File: config.mk
export PLATFORM = sky130hd
export DESIGN_NAME = multi_tone_divider
export DESIGN_NICKNAME = d
export VERILOG_FILES = /design/src/rtl/multi_tone_divider.sv
export SDC_FILE = /design/constraint.sdc
export NUM_CORES = 1
export LEC_CHECK = 0
export CAP_MARGIN = 10
export CORE_MARGIN = 4
export CORE_UTILIZATION = 55
export CTS_CLUSTER_DIAMETER = 80
export DETAILED_ROUTE_END_ITERATION = 10
export PLACE_DENSITY_LB_ADDON = 0.12
export SKIP_LAST_GASP = 1
export SLEW_MARGIN = 20
export SYNTH_ARGS = -nofsm -noshare
export SYNTH_HDL_FRONTEND = slang
export SYNTH_SLANG_ARGS = --single-unit
File: constraint.sdc
create_clock -name CLK_in -period 2.9 [get_ports CLK_in]
set_input_delay 0.58 -clock CLK_in [delete_from_list [all_inputs] [get_ports CLK_in]]
set_output_delay 0.58 -clock CLK_in [all_outputs]
set_load 0.05 [all_outputs]
File: src/rtl/multi_tone_divider.sv
// multi_tone_divider: NUM_CH runtime-programmable square-wave dividers with glitch-free retune.
// Optional macro PHASE_SYNC_EN adds a sync input that restarts every channel phase-aligned.
module multi_tone_divider #(
    parameter int NUM_CH      = 4,
    parameter int DIV_W       = 16,
    parameter int DEFAULT_DIV = 47801,
    localparam int CH_W       = NUM_CH > 1 ? $clog2(NUM_CH) : 1
) (
    input  logic              CLK_in,
    input  logic              reset,
`ifdef PHASE_SYNC_EN
    input  logic              sync,
`endif
    input  logic              wr_en,
    input  logic [CH_W-1:0]   wr_ch,
    input  logic [DIV_W-1:0]  wr_div,
    input  logic [NUM_CH-1:0] ch_en,
    output logic [NUM_CH-1:0] CLK_out,
    output logic [NUM_CH-1:0] tick
);

    logic sync_i;
`ifdef PHASE_SYNC_EN
    assign sync_i = sync;
`else
    assign sync_i = 1'b0;
`endif

    genvar c;
    generate
        for (c = 0; c < NUM_CH; c++) begin : g_ch
            logic [DIV_W-1:0] pend, act, cnt;
            logic             out_q, tick_q, hit, off, wrap;
            // Out-of-range channel numbers never match any c, so they are dropped here.
            assign hit  = wr_en && wr_ch == CH_W'(c);
            assign off  = act == '0;
            assign wrap = cnt == act - DIV_W'(1);
            assign CLK_out[c] = out_q;
            assign tick[c]    = tick_q;
            // act only reloads at a toggle (or while off), so a retune never shortens a half-period.
            always_ff @(posedge CLK_in) begin
                if (reset) begin
                    pend   <= DIV_W'(DEFAULT_DIV);
                    act    <= DIV_W'(DEFAULT_DIV);
                    cnt    <= '0;
                    out_q  <= 1'b0;
                    tick_q <= 1'b0;
                end else begin
                    if (hit)
                        pend <= wr_div;
                    if (sync_i) begin
                        cnt    <= '0;
                        out_q  <= 1'b0;
                        act    <= pend;
                        tick_q <= 1'b0;
                    end else if (!ch_en[c]) begin
                        tick_q <= 1'b0;
                    end else if (off) begin
                        cnt    <= '0;
                        out_q  <= 1'b0;
                        act    <= pend;
                        tick_q <= 1'b0;
                    end else if (wrap) begin
                        cnt    <= '0;
                        out_q  <= ~out_q;
                        act    <= pend;
                        tick_q <= 1'b1;
                    end else begin
                        cnt    <= cnt + DIV_W'(1);
                        tick_q <= 1'b0;
                    end
                end
            end
        end
    endgenerate

endmodule

==> results.md, run 1 <==
| Metric | Value |
|---|---|
| DR pass1 iterations | 5 |
| Initial antenna violation count | 0 |
| Clock buffers created by TritonCTS | 17 |
| Setup repair after global routing missed its margin | yes |
| Number of warnings issued by yosys | 0 |
| Number of DRC markers after the initial detailed-route iteration | 686 |
| Top routing layer used | met4 |
| Launching element of the worst setup path | g_ch[0].act[0] |
| Fraction of the cycle the final worst path needs | 0.9762 |
| Synth area leaders | sky130_fd_sc_hd__dfxtp_1 39%, sky130_fd_sc_hd__nand2_1 6.4%, sky130_fd_sc_hd__xor2_1 5.7% |
| Effective utilization at floorplan | 0.5670 |
| Length of routed wiring on met1 | 12.08 mm |
| Critical Path AT | 3.19 ns |
| DRC viols | 0 |
| Async SR Flop Fraction | 0 |
| Clock tree from TritonCTS | built |
| Final worst hold slack | 0.4574 ns |
| Post-synth cell types | 73 |
| Final number of max-transition violations | 0 |
| Period minus WS final | 2.831 ns |
| Fill cell total of the finished layout | 1,549 |
| Path depth of the worst reg2reg path | 12 |
| Die Span X | 145.0 um |
| Worst Setup EP | g_ch[0].act[1] |
| Status | finished, final reports clean |
| DRT antenna net count | 0 |
| Count of endpoints failing hold in the final timing report | 0 |
| Instance count of the mapped netlist | 1,267 |
| DP HPWL | 17.96 mm |
| GRT Overall Usage | 0.2361 |
| Post-synth top flop | sky130_fd_sc_hd__dfxtp_1 |
| Placed inst area | 11,220 um^2 |
| Final cell utilization of the core | 0.6634 |
| Boundary Pins | 33 |
| Seq cells post-synth | 200 |
| Diode insertion count for antenna repair | 0 |
| Deepest clock path buffer count | 2 |
| WL met3 | 1.280 mm |
| Max-Cap Viols | 0 |
| Min-delay worst type | reg -> reg |
| DR WL/cell | 16.56 um |
| Count of standard-cell rows | 49 |
| Placeable core region | 18,210 um^2 |
| Syn avg cell area | 8.149 um^2 |
| TritonCTS sink count | 200 |
| Transition time at the pin with the least slew margin | 0.6761 ns |
| Die height | 145.0 um |
| Wire length of the first global-routing pass | 42.05 mm |
| Setup CP Type | reg -> reg |
| Share of final-layout standard cells stronger than drive strength 1 | 0.1308 |
| Die outline area | 21,030 um^2 |
| Skew final | 0.01159 ns |
| Via count of the first global-routing pass | 8,575 |
| Number of enable-type register cells in the synthesized netlist | 0 |
| Worst ir drop on vdd | 0.4727 mV |
| Crit Reg-Reg Endpoint | g_ch[0].act[1] |
| Via Count | 9,200 |
| Series of cell instances along the critical path | inv_1 > ha_4 > or4b_4 > nor4_4 > buf_4 > xor2_1 > o31a_1 > a21o_1 > o21ai_4 > buf_12 > nand3_1 > a21oi_1 |
| Startpoint types | flip-flop |
| Cell with the most instances after synthesis | sky130_fd_sc_hd__dfxtp_1 |
| Maximum net fanout on the critical path | 7 |
| Total Nets Final | 1,352 |
| Kind of end point of the critical path | flip-flop |
| Pin count of the biggest net entering global routing | 47 |
| Portion of synthesized cell area occupied by the leading cell type | 0.3878 |
| Max frequency | 0.3532 GHz |
| Sequential area share after synthesis | 0.3878 |
| Pwr per Cell Area | 447.6 nW/um^2 |
| Worst path bufs/invs | 3 |
| Register-to-register path setup slack | 0.07 ns |
| Most common library cells after synthesis | 200 x sky130_fd_sc_hd__dfxtp_1, 176 x sky130_fd_sc_hd__nand2_1, 114 x sky130_fd_sc_hd__nor2_1 |
| Layout area overhead | 17.00% |
| Worst relative slew slack | 0.5479 |
| Syn Std Cell Area | 10,320 um^2 |
| Nets in the synthesized netlist | 1,300 |
| Critical path's top delay family | compound AO/OA/AOI/OAI gates |
| Critical Path Stages | 12 |
| Skew-Pair Late Insertion Delay | 0.44 ns |
| Last weighted congestion value of the routability-driven placer | 0.8972 |
| Detailed-route vias per instance | 5.901 |
| Setup-violating endpoint count in the final report | 0 |
| Met2 WL post-DR | 12.02 mm |
| # H-tree levels | 4 |
| Required time of the critical path | 3.26 ns |
| Post-CTS clock slew at the launch and capture registers of the worst setup and hold paths | 0.07 ns |
| Count of input and output buffers | 32 |
| Reg-to-Reg Start | g_ch[0].act[0] |
| Overall routed net length | 25.81 mm |
| Startpoint of the most critical hold path | g_ch[3].pend[2] |
| Leak pwr | 0.004468 uW |
| Biggest cell delay along the critical path | 0.49 ns |
| Final std cell area, no fill | 12,080 um^2 |
| Slowest CP cell | sky130_fd_sc_hd__or4b_4 |
| Root Buffer | sky130_fd_sc_hd__clkbuf_16 |
| Cell taking the most area after synthesis | sky130_fd_sc_hd__dfxtp_1 |
| Final global-route overflow total | 0 |
## report_power, final
group	switching, uW	internal, uW
Clock	1050	1240
Sequential	38.1	2790
Combinational	182	108
Total	1270	4140
## state kept, by name (all words and copies together), names as in the netlist
name         cells
g_ch.act        64
g_ch.cnt        64
g_ch.out_q       4
g_ch.pend       64
g_ch.tick_q      4
## logic make-up after synthesis
| group | after synthesis | synth area share |
|---|---|---|
| compound gates | 169 | 0.1159 |
| simple gates | 608 | 0.2899 |
| fa+ha+maj | 8 | 0.009695 |
| flops | 200 | 0.3878 |
| buf+inv | 111 | 0.04617 |
| mux | 44 | 0.04290 |
| xor+xnor | 127 | 0.1077 |
## routing by layer
| metal | global-route usage | vias up |
|---|---|---|
| li1 | - | 4574 |
| met1 | 0.3233 | 4371 |
| met2 | 0.3871 | 219 |
| met3 | 0.03711 | 36 |
| met4 | 0.07173 | 0 |
| met5 | 0 | - |
## layout make-up
class | count | area (um^2) | area share
Tap cell | 229 | 286.5 | 0.02372
Inverter | 27 | 101.3 | 0.008389
Timing Repair Buffer | 117 | 1087 | 0.09001
Sequential cell | 200 | 4013 | 0.3322
Clock buffer | 22 | 464.2 | 0.03843
Clock inverter | 8 | 90.09 | 0.007457
Multi-Input combinational cell | 956 | 6038 | 0.4998
## placed cells by master, fill, tap and decap left out, types with 5 or more instances in the layout
cell | Yosys | routed
sky130_fd_sc_hd__a21oi_1 | 48 | 44
sky130_fd_sc_hd__a311o_1 | 6 | 6
sky130_fd_sc_hd__a31oi_1 | 16 | 16
sky130_fd_sc_hd__and3_1 | 20 | 20
sky130_fd_sc_hd__and4_1 | 5 | 5
sky130_fd_sc_hd__buf_12 | 0 | 6
sky130_fd_sc_hd__buf_4 | 10 | 76
sky130_fd_sc_hd__clkbuf_16 | 0 | 20
sky130_fd_sc_hd__clkdlybuf4s50_1 | 0 | 31
sky130_fd_sc_hd__dfxtp_1 | 200 | 195
sky130_fd_sc_hd__ha_1 | 8 | 6
sky130_fd_sc_hd__inv_1 | 27 | 25
sky130_fd_sc_hd__mux2i_1 | 42 | 42
sky130_fd_sc_hd__nand2_1 | 176 | 176
sky130_fd_sc_hd__nand2b_1 | 5 | 5
sky130_fd_sc_hd__nand3_1 | 84 | 83
sky130_fd_sc_hd__nand3b_1 | 6 | 6
sky130_fd_sc_hd__nand4_1 | 17 | 17
sky130_fd_sc_hd__nor2_1 | 114 | 114
sky130_fd_sc_hd__nor2b_1 | 10 | 10
sky130_fd_sc_hd__nor3_1 | 85 | 79
sky130_fd_sc_hd__nor3_2 | 0 | 6
sky130_fd_sc_hd__nor4_1 | 17 | 14
sky130_fd_sc_hd__nor4b_1 | 12 | 10
sky130_fd_sc_hd__o211ai_1 | 8 | 8
sky130_fd_sc_hd__o21ai_0 | 21 | 18
sky130_fd_sc_hd__o32ai_1 | 20 | 19
sky130_fd_sc_hd__or2_2 | 9 | 9
sky130_fd_sc_hd__or3_1 | 18 | 17
sky130_fd_sc_hd__or4_1 | 8 | 5
sky130_fd_sc_hd__xnor2_1 | 60 | 60
sky130_fd_sc_hd__xor2_1 | 67 | 67
## worst min-delay path, cell delays in order, from the launching register on
cell	delay (ns)
sky130_fd_sc_hd__dfxtp_1	0.31
sky130_fd_sc_hd__nand2_1	0.05
sky130_fd_sc_hd__a21oi_1	0.05
## worst min path at each step
| stage | endpoint | cells after the start |
|---|---|---|
| after floorplan | g_ch[3].pend[1] | 2 |
| after global placement | g_ch[3].pend[1] | 2 |
| after detailed placement | g_ch[3].pend[4] | 2 |
| after CTS | g_ch[2].pend[8] | 2 |
| after global routing | g_ch[3].pend[1] | 2 |
| final | g_ch[3].pend[2] | 2 |
## timing repair
action,CTS,global route
hold buffers,0,0
resized for setup,0,46
pin swaps,0,18
cloned,0,3
setup endpoints to repair,5,103
setup buffers,1,4
## per-stage QoR
step	total power, uW	TNS, ns	worst slack (ns)	cells
after global routing	5586	-0.5360	-0.05440	1559
final	5408	0	0.06903	1559
after floorplan	3058	0	0.0003058	1267
after global placement	3177	0	0.1077	1521
after CTS	5449	-0.009246	-0.009246	1552
after detailed placement	3181	-0.004921	-0.002446	1521
(Power assumes the default switching activity.)
==> run 2, diff against run 1 <==
- CORE_MARGIN: 4 -> not set
==> results.md, run 2 (same netlist as run 1, synthesis figures left out) <==
| Metric | Value |
|---|---|
| Final cell count without fillers | 1,564 |
| Status | finished, final reports clean |
| Maximum net fanout on the critical path | 8 |
| Final worst hold slack | 0.4549 ns |
| Critical Path Stages | 10 |
| Leak pwr | 0.004534 uW |
| Kind of end point of the critical path | flip-flop |
| Root Buffer | sky130_fd_sc_hd__clkbuf_16 |
| Count of input and output buffers | 32 |
| DRC viols | 0 |
| Startpoint types | flip-flop |
| Pwr per Cell Area | 471.4 nW/um^2 |
| DRT antenna net count | 0 |
| Period minus WS final | 2.876 ns |
| Clock buffers created by TritonCTS | 17 |
| Wire length of the first global-routing pass | 42.68 mm |
| Clock tree from TritonCTS | built |
| Hold buffers post-CTS | 0 |
| Count of endpoints failing hold in the final timing report | 0 |
| Fraction of the cycle the final worst path needs | 0.9918 |
| Slowest CP cell | sky130_fd_sc_hd__or4_4 |
| # H-tree levels | 4 |
| Worst path bufs/invs | 2 |
| Post-CTS clock slew at the launch and capture registers of the worst setup and hold paths | 0.07 ns |
| Worst Setup EP | g_ch[2].act[3] |
| Biggest cell delay along the critical path | 0.57 ns |
| Critical Path AT | 3.18 ns |
| Max frequency | 0.3477 GHz |
| Boundary Pins | 33 |
| Series of cell instances along the critical path | or4_4 > buf_6 > or4_4 > a21oi_4 > o32ai_4 > a2111oi_4 > o21ai_4 > buf_12 > mux2i_2 > nand2_1 |
| Number of cells after detailed placement | 1,525 |
| Effective utilization at floorplan | 0.5670 |
| Final global-route overflow total | 0 |
| Top cell by count, worst path | sky130_fd_sc_hd__or4_4 |
| Regs by FF count | g_ch.act: 64 flops, g_ch.cnt: 64 flops, g_ch.pend: 64 flops |
| Share of final-layout standard cells stronger than drive strength 1 | 0.1311 |
| Crit Reg-Reg Endpoint | g_ch[2].act[3] |
| GRT Overall Usage | 0.2716 |
| Diode insertion count for antenna repair | 0 |
| Placed inst area | 11,250 um^2 |
| Most common cell after layout, fill and taps aside | sky130_fd_sc_hd__dfxtp_1 |
| Via count of the first global-routing pass | 8,695 |
| Setup-violating endpoint count in the final report | 0 |
| DR pass1 iterations | 5 |
| Highest-count cells in the layout ignoring fill and taps | 197 x sky130_fd_sc_hd__dfxtp_1, 176 x sky130_fd_sc_hd__nand2_1, 114 x sky130_fd_sc_hd__nor2_1 |
| Max-Cap Viols | 0 |
| Pin count of the biggest net entering global routing | 46 |
| Skew final | 0.01099 ns |
| Required time of the critical path | 3.20 ns |
| Layout area overhead | 18.10% |
| Deepest clock path buffer count | 2 |
| Die outline area | 19,320 um^2 |
| Count of standard-cell rows | 49 |
| Final number of max-transition violations | 0 |
| Placeable core region | 18,210 um^2 |
| Final std cell area, no fill | 12,190 um^2 |
| Path depth of the worst reg2reg path | 10 |
| Setup CP Type | reg -> reg |
| Via Count | 9,271 |
| Last weighted congestion value of the routability-driven placer | 0.9004 |
| Global-route met2 utilization | 0.4476 |
| Worst ir drop on vdd | 0.4072 mV |
| Critical path's top delay family | simple AND/OR/NAND/NOR gates |
| Met1 layer usage reported by global route | 0.3671 |
| TritonCTS sink count | 200 |
| Launching element of the worst setup path | g_ch[2].act[5] |
| Detailed-route vias per instance | 5.928 |
| Number of DRC markers after the initial detailed-route iteration | 627 |
| Die height | 139.0 um |
| Skew-Pair Late Insertion Delay | 0.44 ns |
| Setup repair after global routing missed its margin | yes |
| Die Span X | 139.0 um |
| Global-route met3 utilization | 0.03591 |
| Register-to-register path setup slack | 0.02 ns |
| Reg-to-Reg Start | g_ch[2].act[5] |
| Most crowded layer after global routing | met2 |
| Min-delay worst type | reg -> reg |
| Worst relative slew slack | 0.5242 |
| DR WL/cell | 16.43 um |
| Transition time at the pin with the least slew margin | 0.7115 ns |
| Overall routed net length | 25.70 mm |
| Initial antenna violation count | 0 |
| DP HPWL | 17.85 mm |
| Total Nets Final | 1,357 |
## run 2: what timing repair did
action / in CTS / in global routing
buffers inserted: 1 / 5
setup endpoints to repair: 1 / 100
pin swaps: 1 / 15
cloned: 0 / 3
gates resized for setup: 1 / 37
## run 2: worst reg2reg max path: cells and delay by family, from the launching register on
kind | cells | cell delay, ns
buffers and inverters | 2 | 0.31
muxes | 1 | 0.19
and+or+nand+nor | 3 | 1.07
DFF | 1 | 0.33
AOI/OAI and AO/OA | 4 | 0.86
## run 2: report_power, final
| group | internal (uW) | total (uW) | switching, uW |
|---|---|---|---|
| Sequential | 2790 | 2830 | 37.9 |
| Clock | 1540 | 2630 | 1090 |
| Combinational | 107 | 288 | 181 |
| Total | 4440 | 5750 | 1310 |
## run 2: how the worst min path moves through the flow
| stage | start | endpoint | slack, ns | cells after the start |
|---|---|---|---|---|
| 2_1_floorplan | g_ch[3].pend[1] | g_ch[3].pend[1] | 0.43 | 2 |
| 3_3_place_gp | g_ch[3].pend[2] | g_ch[3].pend[2] | 0.44 | 2 |
| 3_5_place_dp | g_ch[3].pend[2] | g_ch[3].pend[2] | 0.45 | 2 |
| 4_1_cts | g_ch[3].pend[2] | g_ch[3].pend[2] | 0.46 | 2 |
| 5_1_grt | g_ch[2].pend[14] | g_ch[2].pend[14] | 0.48 | 2 |
| 6_report | g_ch[3].pend[1] | g_ch[3].pend[1] | 0.45 | 2 |
## run 2: area by class of cell
type	instances	area (um^2)
Clock buffer	18	429.2
Clock inverter	12	212.7
Fill cell	1531	6015
Inverter	27	101.3
Multi-Input combinational cell	956	6028
Sequential cell	200	4008
Tap cell	229	286.5
Timing Repair Buffer	122	1129
## run 2: layer usage
layer / wire [um] / vias to the layer above / part of all wire
met5: 0 / - / 0
met4: 497 / 0 / 0.019
met3: 1047 / 37 / 0.041
met2: 12140 / 209 / 0.47
met1: 12010 / 4442 / 0.47
li1: - / 4583 / -
## run 2: per-stage QoR
| stage | power, uW | utilization | TNS (ns) | setup WS [ns] |
|---|---|---|---|---|
| after floorplan | 3058 | - | 0 | 0.0003058 |
| after global placement | 3175 | 0.6181 | 0 | 0.1005 |
| after detailed placement | 3179 | 0.6181 | 0 | 0.01417 |
| after CTS | 5791 | 0.6540 | 0 | 0.01502 |
| after global routing | 5935 | 0.6697 | -0.9663 | -0.1081 |
| final | 5748 | 0.6697 | 0 | 0.02375 |
==> run 3, diff against run 2 <==
- CORE_ASPECT_RATIO: not set -> 2
==> results.md, run 3 (same netlist as run 1, synthesis figures left out) <==
| Metric | Value |
|---|---|
| Status | finished with violations |
| Violated checks | setup timing |
| Placeable core region | 18,310 um^2 |
| Critical Path AT | 3.23 ns |
| Via count of the first global-routing pass | 8,890 |
| Count of input and output buffers | 32 |
| Die Span X | 98.88 um |
| Wire length of the first global-routing pass | 42.94 mm |
| Hold Crit Endpoint | g_ch[3].pend[1] |
| Skew final | 0.01055 ns |
| Period minus WS final | 2.909 ns |
| Total Nets Final | 1,362 |
| Path depth of the worst reg2reg path | 11 |
| Via Count | 9,277 |
| Boundary Pins | 33 |
| DR pass1 iterations | 5 |
| Reg-to-Reg Start | g_ch[3].act[2] |
| Deepest clock path buffer count | 2 |
| Final cell utilization of the core | 0.6628 |
| # H-tree levels | 4 |
| Regs by FF count | g_ch.act: 64 flops, g_ch.cnt: 64 flops, g_ch.pend: 64 flops |
| Count of standard-cell rows | 70 |
| Met1 layer usage reported by global route | 0.3023 |
| Max frequency | 0.3437 GHz |
| Leak pwr | 0.004513 uW |
| Skew-Pair Late Insertion Delay | 0.44 ns |
| Die outline area | 19,360 um^2 |
| Worst path setup slack after routing | -0.009114 ns |
| Worst ir drop on vdd | 0.3623 mV |
| Most crowded layer after global routing | met2 |
| Series of cell instances along the critical path | or4_4 > buf_4 > or4_1 > a32oi_1 > o21ai_1 > nand2_1 > nand4b_1 > buf_4 > clkbuf_16 > nor2_1 > a311o_1 |
| Initial antenna violation count | 0 |
| Share of final-layout standard cells stronger than drive strength 1 | 0.1356 |
| Worst hold path depth | 2 |
| Final number of max-transition violations | 0 |
| Pin count of the biggest net entering global routing | 55 |
| Startpoint of the most critical hold path | g_ch[3].pend[1] |
| Register-to-register path setup slack | -0.009 ns |
| Setup CP Type | reg -> reg |
| Diode insertion count for antenna repair | 0 |
| Detailed-route vias per instance | 5.954 |
| Setup slack at placement | -0.002827 ns |
| Area occupied by multi-input gates | 5997 um^2 |
| Clock tree from TritonCTS | built |
| Final global-route overflow total | 0 |
| Worst relative slew slack | 0.5600 |
| Root Buffer | sky130_fd_sc_hd__clkbuf_16 |
| GRT Overall Usage | 0.2779 |
| Most common cell after layout, fill and taps aside | sky130_fd_sc_hd__dfxtp_1 |
| Max-Cap Viols | 0 |
| TritonCTS sink count | 200 |
| Post-CTS clock slew at the launch and capture registers of the worst setup and hold paths | 0.07 ns |
| Fraction of the cycle the final worst path needs | 1.003 |
| DRT antenna net count | 0 |
| Setup-violating endpoint count in the final report | 1 |
| Fill cell total of the finished layout | 1,555 |
| Final worst hold slack | 0.4550 ns |
| DRC viols | 0 |
| DR WL/cell | 17.29 um |
| Clock buffers created by TritonCTS | 17 |
| Post-layout total power | 5460 uW |
| Startpoint types | flip-flop |
| Required time of the critical path | 3.22 ns |
| Count of endpoints failing hold in the final timing report | 0 |
| Kind of end point of the critical path | flip-flop |
| Setup repair after global routing missed its margin | yes |
| Highest-count cells in the layout ignoring fill and taps | 194 x sky130_fd_sc_hd__dfxtp_1, 176 x sky130_fd_sc_hd__nand2_1, 114 x sky130_fd_sc_hd__nor2_1 |
| Top cell by count, worst path | sky130_fd_sc_hd__buf_4 |
| DP HPWL | 18.93 mm |
| Maximum net fanout on the critical path | 8 |
| Die height | 195.8 um |
| Combined flip-flop and latch cell area | 4011 um^2 |
| Crit Reg-Reg Endpoint | g_ch[3].act[2] |
| Overall routed net length | 26.94 mm |
| Last weighted congestion value of the routability-driven placer | 0.9456 |
| Layout area overhead | 17.51% |
| Global-route met2 utilization | 0.5154 |
| Biggest cell delay along the critical path | 0.55 ns |
| Effective utilization at floorplan | 0.5640 |
| Global-route met3 utilization | 0.02993 |
| Min-delay worst type | reg -> reg |
| Slowest CP cell | sky130_fd_sc_hd__or4_4 |
| Transition time at the pin with the least slew margin | 0.6581 ns |
| Number of DRC markers after the initial detailed-route iteration | 457 |
| Pwr per Cell Area | 450.0 nW/um^2 |
| Hold buffers post-CTS | 0 |
run 3: cell count changes in the layout (fill, tap and decap cells not counted), sizes merged:
| cell | before | now |
|---|---|---|
| clkinvlp | 1 | 5 |
| bufinv | 5 | 1 |
| buf | 88 | 93 |
| clkinv | 1 | 2 |
| inv | 32 | 33 |
run 3: per-layer routing:
| metal | wire length [um] | share of wire |
|---|---|---|
| met5 | 0 | 0 |
| met1 | 10430 | 0.39 |
| met3 | 692 | 0.026 |
| met4 | 1317 | 0.049 |
| met2 | 14500 | 0.54 |
run 3: final cells by class:
type / instances / area share
multi-input combinational: 956 / 0.4943
inverter: 27 / 0.008353
tap: 216 / 0.02227
timing repair buffer: 127 / 0.09745
clock buffer: 18 / 0.03537
sequential: 200 / 0.3306
clock inverter: 14 / 0.01165
run 3: how the worst max path moves through the flow:
stage / startpoint / depth (start not counted) / slack (ns) / end
after floorplan: g_ch[3].act[3] / 11 / 0.0003 / g_ch[3].cnt[3]
after global placement: g_ch[0].act[5] / 8 / 0.06 / g_ch[0].cnt[12]
final: g_ch[3].act[2] / 11 / -0.009 / g_ch[3].act[2]
after CTS: g_ch[2].act[5] / 9 / -0.007 / g_ch[2].act[8]
after global routing: g_ch[3].act[2] / 12 / -0.09 / g_ch[3].cnt[3]
after detailed placement: g_ch[2].act[2] / 9 / -0.003 / g_ch[2].act[8]
run 3: power breakdown:
group / leakage, uW / total, uW / internal (uW) / switching, uW
clock: 0.000265 / 2340 / 1210 / 1130
sequential: 0.00162 / 2830 / 2790 / 38.1
combinational: 0.00263 / 292 / 109 / 183
total: 0.00451 / 5460 / 4110 / 1350
run 3: critical path: cells and delay by family (launching register included):
family / cells / cell delay (ns)
buffers and inverters: 3 / 0.49
flip-flops: 1 / 0.33
AO/OA/AOI/OAI: 3 / 0.66
AND/OR/NAND/NOR: 5 / 1.32
run 3: through the flow:
step                       TNS [ns]  cells  area (um^2)
after detailed placement  -0.003723   1509        11230
after global placement            0   1509        11230
final                     -0.009114   1558        12130
after global routing         -2.882   1558        12130
after CTS                  -0.01728   1545        11850
after floorplan                   0   1267        10340
run 3: repair_timing:
| item | in CTS | in global routing |
|---|---|---|
| setup endpoints to repair | 16 | 93 |
| resized for setup | 4 | 39 |
| pin swaps | 5 | 21 |
| gates cloned | 0 | 4 |
| buffers inserted | 4 | 9 |
